==> config.mk <==
export PLATFORM = sky130hd
export DESIGN_NAME = comparator_iterative_flat
export DESIGN_NICKNAME = d
export VERILOG_FILES = /design/src/rtl/comparator_iterative_if.sv /design/src/rtl/comparator_iterative.sv /design/src/flat_wrapper.sv
export SDC_FILE = /design/constraint.sdc
export NUM_CORES = 1
export LEC_CHECK = 0
export CAP_MARGIN = 20
export CORE_AREA = 2 2 93 95
export CTS_BUF_LIST = sky130_fd_sc_hd__clkbuf_8
export CTS_CLUSTER_DIAMETER = 150
export DETAILED_ROUTE_END_ITERATION = 10
export DIE_AREA = 0 0 95 97
export PLACE_DENSITY = 0.69
export REMOVE_ABC_BUFFERS = 1
export SLEW_MARGIN = 15
export SYNTH_ARGS = -nofsm -noshare
export SYNTH_HDL_FRONTEND = slang
export SYNTH_SLANG_ARGS = --single-unit
==> constraint.sdc <==
create_clock -name clk -period 2.1 [get_ports clk]
set_input_delay 0.315 -clock clk [delete_from_list [all_inputs] [get_ports clk]]
set_output_delay 0.315 -clock clk [all_outputs]
set_load 0.05 [all_outputs]
==> src/rtl/comparator_iterative_if.sv <==
// rtl/comparator_iterative_if.sv - operand/result handshake bundle for comparator_iterative
// Purpose: groups the operand and result handshake signals.
// master : producer of operands and consumer of results.
// slave  : the comparator.
// Signals: in_valid/in_ready, A, B, signed_mode (operand side).
//          out_valid/out_ready, equal, larger, smaller (result side).
interface comparator_iterative_if #(
    parameter int WIDTH = 32
);
    logic             in_valid;
    logic             in_ready;
    logic [WIDTH-1:0] A;
    logic [WIDTH-1:0] B;
    logic             signed_mode;
    logic             out_valid;
    logic             out_ready;
    logic             equal;
    logic             larger;
    logic             smaller;

    modport master (
        output in_valid, A, B, signed_mode, out_ready,
        input  in_ready, out_valid, equal, larger, smaller
    );

    modport slave (
        input  in_valid, A, B, signed_mode, out_ready,
        output in_ready, out_valid, equal, larger, smaller
    );
endinterface

==> src/rtl/comparator_iterative.sv <==
// rtl/comparator_iterative.sv - multi-cycle chunked magnitude comparator with early exit
// Purpose: compares A and B CHUNK bits per cycle, MSB chunk first. It stops at
//          the first chunk that differs. Signed and unsigned modes are supported.
// Ports: clk   - clock, rising edge
//        rst_n - asynchronous active-low reset
//        flush - synchronous abort of any operation in flight
//        bus   - operand/result handshake bundle (slave side)
module comparator_iterative #(
    parameter int WIDTH = 32,
    parameter int CHUNK = 4
) (
    input  logic                  clk,
    input  logic                  rst_n,
    input  logic                  flush,
    comparator_iterative_if.slave bus
);
    generate
        if (CHUNK < 1 || (WIDTH % CHUNK) != 0) begin : g_bad_params
            $error("comparator_iterative: WIDTH must be a non-zero multiple of CHUNK");
        end
    endgenerate

    localparam int N  = WIDTH / CHUNK;
    localparam int IW = (N > 1) ? $clog2(N) : 1;
    localparam logic [IW-1:0]    IDX_TOP   = IW'(N - 1);
    localparam logic [CHUNK-1:0] SIGN_MASK = CHUNK'(1) << (CHUNK - 1);

    typedef enum logic [1:0] {
        IDLE = 2'd0,
        SCAN = 2'd1,
        DONE = 2'd2
    } state_t;

    state_t           state_q;
    logic [IW-1:0]    idx_q;
    logic [WIDTH-1:0] a_q;
    logic [WIDTH-1:0] b_q;
    logic             sgn_q;
    logic             equal_q;
    logic             larger_q;
    logic             smaller_q;

    // The operand registers shift left after each equal chunk, so the chunk
    // under inspection is always the top CHUNK bits. Only the fixed top slice is read.
    logic [CHUNK-1:0] a_chunk;
    logic [CHUNK-1:0] b_chunk;
    logic             chunk_gt;
    logic             chunk_lt;

    always_comb begin
        a_chunk = a_q[WIDTH-1 -: CHUNK];
        b_chunk = b_q[WIDTH-1 -: CHUNK];
        // Inverting the sign bit of the top chunk maps two's-complement order
        // onto unsigned order. The lower chunks are plain magnitude bits.
        if (sgn_q && (idx_q == IDX_TOP)) begin
            a_chunk = a_chunk ^ SIGN_MASK;
            b_chunk = b_chunk ^ SIGN_MASK;
        end
        chunk_gt = (a_chunk > b_chunk);
        chunk_lt = (a_chunk < b_chunk);
    end

    always_ff @(posedge clk or negedge rst_n) begin
        if (!rst_n) begin
            state_q   <= IDLE;
            idx_q     <= '0;
            a_q       <= '0;
            b_q       <= '0;
            sgn_q     <= 1'b0;
            equal_q   <= 1'b0;
            larger_q  <= 1'b0;
            smaller_q <= 1'b0;
        end else if (flush) begin
            state_q   <= IDLE;
            equal_q   <= 1'b0;
            larger_q  <= 1'b0;
            smaller_q <= 1'b0;
        end else begin
            case (state_q)
                IDLE: begin
                    if (bus.in_valid) begin
                        a_q     <= bus.A;
                        b_q     <= bus.B;
                        sgn_q   <= bus.signed_mode;
                        idx_q   <= IDX_TOP;
                        state_q <= SCAN;
                    end
                end
                SCAN: begin
                    if (chunk_gt || chunk_lt) begin
                        larger_q  <= chunk_gt;
                        smaller_q <= chunk_lt;
                        state_q   <= DONE;
                    end else if (idx_q == '0) begin
                        equal_q <= 1'b1;
                        state_q <= DONE;
                    end else begin
                        idx_q <= idx_q - 1'b1;
                        a_q   <= a_q << CHUNK;
                        b_q   <= b_q << CHUNK;
                    end
                end
                DONE: begin
                    // Results are cleared on leaving DONE, so they read 0 whenever out_valid is 0.
                    if (bus.out_ready) begin
                        equal_q   <= 1'b0;
                        larger_q  <= 1'b0;
                        smaller_q <= 1'b0;
                        state_q   <= IDLE;
                    end
                end
                default: begin
                    state_q <= IDLE;
                end
            endcase
        end
    end

    // The handshake outputs are decoded from the state only.
    assign bus.in_ready  = (state_q == IDLE);
    assign bus.out_valid = (state_q == DONE);
    assign bus.equal     = equal_q;
    assign bus.larger    = larger_q;
    assign bus.smaller   = smaller_q;
endmodule

==> src/flat_wrapper.sv <==
// flat-port wrapper written by rule: the top's interface ports become plain ports
module comparator_iterative_flat 
#(
    parameter int WIDTH = 32,
    parameter int CHUNK = 4
)
  (clk, rst_n, flush, bus_in_valid, bus_A, bus_B, bus_signed_mode, bus_out_ready, bus_in_ready, bus_out_valid, bus_equal, bus_larger, bus_smaller);
  comparator_iterative_if #(.WIDTH(WIDTH)) bus_i ();
  input  logic clk;
  input  logic rst_n;
  input  logic flush;
  input wire logic [$bits(bus_i.in_valid)-1:0] bus_in_valid;
  input wire logic [$bits(bus_i.A)-1:0] bus_A;
  input wire logic [$bits(bus_i.B)-1:0] bus_B;
  input wire logic [$bits(bus_i.signed_mode)-1:0] bus_signed_mode;
  input wire logic [$bits(bus_i.out_ready)-1:0] bus_out_ready;
  output wire logic [$bits(bus_i.in_ready)-1:0] bus_in_ready;
  output wire logic [$bits(bus_i.out_valid)-1:0] bus_out_valid;
  output wire logic [$bits(bus_i.equal)-1:0] bus_equal;
  output wire logic [$bits(bus_i.larger)-1:0] bus_larger;
  output wire logic [$bits(bus_i.smaller)-1:0] bus_smaller;
  assign bus_i.in_valid = bus_in_valid;
  assign bus_i.A = bus_A;
  assign bus_i.B = bus_B;
  assign bus_i.signed_mode = bus_signed_mode;
  assign bus_i.out_ready = bus_out_ready;
  assign bus_in_ready = bus_i.in_ready;
  assign bus_out_valid = bus_i.out_valid;
  assign bus_equal = bus_i.equal;
  assign bus_larger = bus_i.larger;
  assign bus_smaller = bus_i.smaller;
  comparator_iterative #(.WIDTH(WIDTH), .CHUNK(CHUNK)) u_core (.clk(clk), .rst_n(rst_n), .flush(flush), .bus(bus_i));
endmodule
==> results.md, run 1 <==
| Result | Reported | Unit |
| --- | --- | --- |
| Status | finished, final reports clean | - |
| Post-route clock skew | 0.00707 | ns |
| Final Core Density | 0.573 | - |
| Sum of internal, switching and leakage power | 6.01 | mW |
| Multi-input gate area | 0.00159 | mm² |
| Total clock buffers created by CTS | 9 | - |
| Max frequency | 518 | MHz |
| Layout cells sized above 1 | 0.0878 | - |
| Routed wire length on met3 | 576 | µm |
| Static leakage power | 1.97 | nW |
| Uppermost layer routed | met4 | - |
| Stages on worst setup path | 6 | - |
| Count of endpoints failing setup in the final report | 0 | - |
| Reg2reg setup slack | 0.17 | ns |
| Total placed instance area | 0.00446 | mm² |
| Class of the tightest hold or removal check | primary input to async pin | - |
| Cell mode on critical path | sky130_fd_sc_hd__a31oi_1 | - |
| Pin slew with the least headroom to its limit | 0.550 | ns |
| Antenna violations before repair | 0 | - |
| Routed length on met1 | 4.00 | mm |
| Delay-heaviest family, CP | compound AO/OA/AOI/OAI gates | - |
| Area of the placeable core | 0.00813 | mm² |
| Number of warnings printed during yosys synthesis | 0 | - |
| Commonest cells after routing, fill and taps aside | sky130_fd_sc_hd__nand2_1 (111), sky130_fd_sc_hd__a31oi_1 (100), sky130_fd_sc_hd__dfrtp_1 (73) | - |
| Logic depth of the worst register-to-register path | 6 | - |
| Clock-pin slew reported for the worst setup and hold paths after clock tree synthesis | 0.08 | ns |
| Cell area after synthesis | 0.00363 | mm² |
| Number of buffer and inverter instances along the worst setup path | 2 | - |
| Setup crit end | u_core.a_q[6]$_DFFE_PN0P_ | - |
| CTS max path bufs | 2 | - |
| Effective utilization at floorplan | 0.446 | - |
| Congestion Overflow GR | 0 | - |
| Final hold violations | 0 | - |
| Area delta synth->final | 28.4 | % |
| Clock tree from TritonCTS | built | - |
| Height of the die | 97 | µm |
| TritonCTS Sinks | 73 | - |
| Fill cells | 732 | - |
| Origin of the critical flop-to-flop path | u_core.b_q[29]$_DFFE_PN0P_ | - |
| WL/cell | 15.6 | µm |
| Crit-path max FO | 32 | - |
| Diodes inserted | 0 | - |
| Worst-path cell with the longest stage delay | sky130_fd_sc_hd__a2111o_2 | - |
| Total via count after detailed routing | 3,248 | - |
| Detail Route Antenna Nets | 0 | - |
| Initial drt markers | 277 | - |
| Signal arrival time at the worst endpoint | 2.15 | ns |
| Register area share after synthesis | 0.503 | - |
| Final period utilization | 0.919 | - |
| Remaining DRCs | 0 | - |
| Post-detailed-placement half-perimeter wirelength | 5.89 | mm |
| Std-Cell Rows | 33 | - |
| Area of the die | 0.00922 | mm² |
| Flip-flop and latch count after synthesis | 73 | - |
| Seq. cell area | 0.00183 | mm² |
| Post-Route WL | 8.95 | mm |
| Syn avg cell area | 9.14 | µm² |
| Unrepaired setup endpoints after global routing | false | - |
| Post-CTS Setup Repair Bufs | 0 | - |
| Clock tree root buffer cell | sky130_fd_sc_hd__clkbuf_8 | - |
| Length of the first detailed-routing pass in iterations | 4 | - |
| Number of max-cap violations | 0 | - |
| Most common library cell in the layout ignoring fill and taps | sky130_fd_sc_hd__nand2_1 | - |
| Global-route wire length before repair | 14.5 | mm |
| Worst rel slew slack | 0.633 | - |
| Global placer's final weighted congestion | 0.903 | - |
| H-tree Lvls | 3 | - |
| Kind of launch point of the worst setup path | flip-flop | - |
| Count of unique library cells instantiated by Yosys | 40 | - |
| Category of the most critical setup path | flip-flop to flip-flop | - |
| R2r endpoint | u_core.a_q[6]$_DFFE_PN0P_ | - |
| Critical path endpoint category | flip-flop | - |
| Largest net degree at the start of global routing | 56 | - |
| Total GRT Usage | 0.197 | - |
| Worst voltage drop across the vdd grid | 0.000499 | V |
| Final slew viol count | 0 | - |
| Ratio of routed vias to standard cells | 5.68 | - |
| Start point of the critical path | u_core.b_q[29]$_DFFE_PN0P_ | - |
| Post-route minimum period | 1.93 | ns |
| Horizontal die dimension | 95 | µm |
| Routed length on met2 | 4.31 | mm |
| Via count of the first global-routing pass | 3,059 | - |
| Critical path required time | 2.32 | ns |
| I/O pin count | 75 | - |
| # nets final | 538 | - |
| Number of port buffers | 74 | - |
| Worst-skew pair later-pin latency | 0.34 | ns |
| Final Cell Area | 0.00466 | mm² |
| Final Worst Setup Slack | 0.171 | ns |
| Cell-by-cell trace of the critical path | inv_1, ha_1, a2111o_2, buf_4, a31oi_1, a31oi_1 | - |
| Power density over the cells | 1290 | mW/mm² |
| Worst slack at placement | 0.107 | ns |
| Slowest Stage Delay on Critical Path | 0.52 | ns |
| Synthesized instance count | 397 | - |
==> logic make-up (layout without fill, tap and decap cells) <==
family                   Yosys count  in the layout  synth area share
buffers and inverters             48            118            0.0634
AND/OR/NAND/NOR                  131            131             0.147
flip-flops                        73             73             0.503
AO/OA/AOI/OAI                    128            128             0.234
adder cells (fa/ha/maj)            6              6            0.0207
multiplexers                      10             10            0.0300
XOR/XNOR                           1              1           0.00241
==> synthesized netlist by cell type <==
master | n | share of area
sky130_fd_sc_hd__a41o_1 | 1 | 0.0028
sky130_fd_sc_hd__a21oi_1 | 4 | 0.0055
sky130_fd_sc_hd__ha_1 | 6 | 0.021
sky130_fd_sc_hd__o21a_1 | 1 | 0.0021
sky130_fd_sc_hd__buf_6 | 6 | 0.019
sky130_fd_sc_hd__o21ai_0 | 2 | 0.0028
sky130_fd_sc_hd__mux2_4 | 1 | 0.0041
sky130_fd_sc_hd__a32o_1 | 1 | 0.0028
sky130_fd_sc_hd__o41ai_1 | 1 | 0.0024
sky130_fd_sc_hd__nor2b_1 | 2 | 0.0034
sky130_fd_sc_hd__buf_1 | 5 | 0.0052
sky130_fd_sc_hd__buf_2 | 4 | 0.0055
sky130_fd_sc_hd__a211oi_1 | 2 | 0.0041
sky130_fd_sc_hd__a22o_1 | 8 | 0.019
sky130_fd_sc_hd__dfrtp_1 | 73 | 0.50
sky130_fd_sc_hd__a31oi_1 | 100 | 0.17
sky130_fd_sc_hd__o31ai_1 | 1 | 0.0021
sky130_fd_sc_hd__o2bb2ai_1 | 1 | 0.0024
sky130_fd_sc_hd__nor2_1 | 4 | 0.0041
sky130_fd_sc_hd__and2_1 | 1 | 0.0017
sky130_fd_sc_hd__o311a_1 | 1 | 0.0028
sky130_fd_sc_hd__a2111o_1 | 1 | 0.0031
sky130_fd_sc_hd__nand3b_1 | 3 | 0.0062
sky130_fd_sc_hd__o211a_1 | 1 | 0.0028
sky130_fd_sc_hd__mux2_2 | 3 | 0.0093
sky130_fd_sc_hd__xnor2_1 | 1 | 0.0024
sky130_fd_sc_hd__clkbuf_1 | 23 | 0.024
sky130_fd_sc_hd__nor4_1 | 1 | 0.0017
sky130_fd_sc_hd__nand2_1 | 111 | 0.11
sky130_fd_sc_hd__inv_2 | 1 | 0.0010
sky130_fd_sc_hd__nand3_2 | 1 | 0.0028
sky130_fd_sc_hd__nor3_1 | 2 | 0.0028
sky130_fd_sc_hd__nand4_1 | 1 | 0.0017
sky130_fd_sc_hd__a32oi_1 | 1 | 0.0024
sky130_fd_sc_hd__nand2b_1 | 1 | 0.0017
sky130_fd_sc_hd__o211ai_1 | 1 | 0.0021
sky130_fd_sc_hd__a22oi_1 | 1 | 0.0021
sky130_fd_sc_hd__nand3_1 | 4 | 0.0055
sky130_fd_sc_hd__inv_1 | 9 | 0.0093
sky130_fd_sc_hd__mux2i_1 | 6 | 0.017
==> metal layers <==
metal | vias up | track usage
met3 | 6 | 0.0312
li1 | 1566 | -
met4 | 0 | 0.0669
met1 | 1565 | 0.279
met2 | 111 | 0.306
met5 | - | 0
==> sequential cells by signal, summed over array words and instances, names as in the netlist <==
name                count
u_core.bus.smaller      1
u_core.a_q             32
u_core.idx_q            3
u_core.bus.larger       1
u_core.sgn_q            1
u_core.bus.equal        1
u_core.state_q          2
u_core.b_q             32
==> layout make-up <==
cell class | count | area share
flip-flops and latches | 73 | 0.392
multi-input cells | 276 | 0.340
repair buffers | 92 | 0.191
clock buffers | 10 | 0.0295
well taps | 105 | 0.0282
clock inverters | 6 | 0.0113
inverters | 10 | 0.00859
==> repair_timing <==
action | in CTS | in global routing
gates resized for setup | 0 | 3
hold endpoints to repair | 33 | 0
hold buffers | 1 | 0
endpoints found under the setup margin | 0 | 3
==> where the power goes <==
| part | internal [mW] | switching (mW) |
|---|---|---|
| Sequential | 2.05 | 0.352 |
| Clock | 0.565 | 0.506 |
| Combinational | 1.06 | 1.47 |
| Total | 3.68 | 2.33 |
==> through the flow <==
step	hold WS (ns)	setup TNS, ns	instances
6_report	0.452	0	572
5_1_grt	0.497	0	572
4_1_cts	0.469	0	572
3_5_place_dp	0.299	0	555
3_3_place_gp	0.293	0	555
2_1_floorplan	0.0194	-109.41	359
==> worst min path at each step <==
| stage | startpoint | to | slack [ns] | depth (start not counted) |
|---|---|---|---|---|
| 6_report | rst_n | u_core.state_q[1]$_DFFE_PN0P_ | 0.45 | 2 |
| 3_5_place_dp | rst_n | u_core.state_q[1]$_DFFE_PN0P_ | 0.30 | 1 |
| 5_1_grt | rst_n | u_core.state_q[1]$_DFFE_PN0P_ | 0.50 | 2 |
| 4_1_cts | rst_n | u_core.state_q[1]$_DFFE_PN0P_ | 0.47 | 2 |
| 2_1_floorplan | rst_n | u_core.a_q[0]$_DFFE_PN0P_ | 0.02 | 0 |
| 3_3_place_gp | rst_n | u_core.state_q[1]$_DFFE_PN0P_ | 0.29 | 1 |
==> worst register-to-register path, cell delays in order, from the launching register on <==
cell and delay [ns]:
sky130_fd_sc_hd__dfrtp_1 0.32, sky130_fd_sc_hd__inv_1 0.05, sky130_fd_sc_hd__ha_1 0.35, sky130_fd_sc_hd__a2111o_2 0.52, sky130_fd_sc_hd__buf_4 0.26, sky130_fd_sc_hd__a31oi_1 0.25, sky130_fd_sc_hd__a31oi_1 0.06
Power figures use the tool's default switching activity.
==> run 2: changes to the inputs <==
- CAP_MARGIN: 20 -> unset
==> results of run 2 <==
Same layout as run 1: the final DEF is identical, and so are final timing and power.
==> run 3: changes to the inputs <==
- HOLD_SLACK_MARGIN: unset -> 0.15
==> results of run 3 <==
Same layout as run 1: the final DEF is identical, and so are final timing and power.
==> variant (settings of run 3) <==
The 3 states of `state_t` get a one-hot encoding in 3 bits.
--- a/src/rtl/comparator_iterative.sv
+++ b/src/rtl/comparator_iterative.sv
@@ -26,8 +26,8 @@
     localparam logic [CHUNK-1:0] SIGN_MASK = CHUNK'(1) << (CHUNK - 1);
 
-    typedef enum logic [1:0] {
-        IDLE = 2'd0,
-        SCAN = 2'd1,
-        DONE = 2'd2
+    typedef enum logic [2:0] {
+        IDLE = 3'b001,
+        SCAN = 3'b010,
+        DONE = 3'b100
     } state_t;
 
Formal check against the unedited RTL: same outputs for any inputs over 4 cycles, from zero or initial values and one cycle with rst_n low; so few cycles prove little.
==> variant against run 3 <==
  * Sequential cell count grew 1
  * First-iteration DRC count shrank 53%
  * Final area grew 9.0%
  * Synthesized area grew 2.8%
  * Setup slack lost 0.18 ns
  * Largest cell class unchanged
  * The flow now finishes with violations (negative setup slack)
  * Routed wire length shrank 9.5%
  * Global-route usage shrank 1.5 points
Power is not compared: it rests on default switching activity, and its combinational part moved more than twofold at a synthesized area within 25%.
==> variant: results (changes against run 3) <==
route.met2.wl_um: 3840  # was 4310 um
critPathArrivalTime_ns: 2.35  # was 2.15 ns
grt_pass1_wl_um: 13130  # was 14550 um
critical-path-max-stage-delay_ns: 0.39  # was 0.52 ns
drt-initial-drc-count: 129  # was 277
ys_types: 38  # was 40
met1_usage_pct: 23.79  # was 27.95%
layout-drive-gt1-share_pct: 20.00  # was 8.779%
wl_met1_um: 3843  # was 4002 um
worst_slack_ns: -0.01252  # was 0.1706 ns
synth_area_leaders: "dfrtp_1, nand2_1, mux2_2"  # was dfrtp_1, a31oi_1, nand2_1
crit_fanout: 13  # was 32
synthTopCellsByCount: "nand2_1, dfrtp_1, mux2_2"  # was nand2_1, a31oi_1, dfrtp_1
ys_seq_elements: 74  # was 73
routed_wl_um: 8097  # was 8949 um
dpl-instance-area_sq_mm: 0.004692  # was 0.004457 sq mm
first_pass_iters: 5  # was 4
reg2regPathDepth: 9  # was 6
setup_violations: 4  # was 0
tightest_slew_ns: 0.5872  # was 0.5499 ns
grt_max_degree: 46  # was 56
status: "finished, violations left"  # was finished, final reports clean
gp_congestion: 0.7921  # was 0.9027
violations: "negative setup slack"
cp_slowest_cell: "dfrtp_1"  # was a2111o_2
wl_met3_um: 315  # was 576 um
reg_top3: "u_core.a_q x32, u_core.b_q x32"  # was u_core.a_q x32, u_core.b_q x32, u_core.idx_q x3
nets: 551  # was 538
[variant: changes by cell type after synthesis, moves of 3 or more]
cell	run 3	this run
a31oi_1	100	2
nand2_1	111	162
clkbuf_1	23	12
buf_2	4	0
nor3b_1	0	3
mux2i_1	6	10
a21o_1	0	3
buf_6	6	1
mux2_1	0	26
a21oi_1	4	1
mux2_2	3	28
buf_8	0	3
[variant: final timing paths]
path	startpoint	end	slack, ns
max reg2reg	u_core.b_q[30]	u_core.b_q[18]	-0.01
min	u_core.b_q[6]	u_core.b_q[6]	0.49
max	u_core.b_q[30]	u_core.b_q[18]	-0.01
max in group asynchronous	rst_n	u_core.a_q[18]	1.02
min reg2reg	u_core.b_q[6]	u_core.b_q[6]	0.49
min in group asynchronous	rst_n	u_core.state_q[1]	0.50
[variant: cells by family after synthesis]
kind of cell             count (synthesis)  synth area share, %
flip-flops                              74                49.68
multiplexers                            64                18.99
buffers and inverters                   29                4.226
AO/OA/AOI/OAI                           22                4.529
AND/OR/NAND/NOR                        187                20.56
adder cells (fa/ha/maj)                  6                2.013
[variant: report_power, final]
| group | total, W | internal [W] | switching, W |
|---|---|---|---|
| clock | 0.00102 | 0.000461 | 0.000558 |
| sequential | 0.00202 | 0.00181 | 0.000208 |
| combinational | 0.00125 | 0.000734 | 0.000518 |
| total | 0.00429 | 0.00300 | 0.00128 |
[variant: layout make-up]
class | instances | area [sq um]
clock inverters | 6 | 42.54
well taps | 105 | 131.4
clock buffers | 10 | 137.6
repair buffers | 103 | 1054
multi-input cells | 279 | 1829
flip-flops and latches | 74 | 1853
fillers | 674 | 3054
inverters | 8 | 32.53
[variant: timing repair]
item / CTS / global route
endpoints found under the setup margin: 37 / 37
hold endpoints to repair: 43 / 0
pin swaps: 1 / 4
gates cloned: 1 / 1
hold buffers: 1 / 0
buffers inserted: 2 / 2
resized for setup: 6 / 18
[variant: worst register-to-register path: cells and delay by family (launching register included)]
family,cells,cell delay [ns]
and+or+nand+nor,1,0.15
muxes,1,0.32
AOI/OAI and AO/OA,3,0.49
adders and majority gates,1,0.21
DFF,1,0.39
buffers and inverters,3,0.45
[variant: per-stage QoR]
| step | hold slack, ns | instances | TNS, ns | power, W | setup slack [ns] |
|---|---|---|---|---|---|
| 6_report | 0.4893 | 585 | -0.02442 | 0.004286 | -0.01252 |
| 5_1_grt | 0.5082 | 585 | -1.113 | 0.004543 | -0.06988 |
| 4_1_cts | 0.4924 | 582 | 0 | 0.004148 | 0.002986 |
| 3_5_place_dp | 0.3602 | 562 | -0.4932 | 0.003084 | -0.04001 |
| 3_3_place_gp | 0.3538 | 562 | -0.3095 | 0.003035 | -0.02420 |
| 2_1_floorplan | 0.01941 | 361 | -124.31 | 0.002634 | -2.489 |
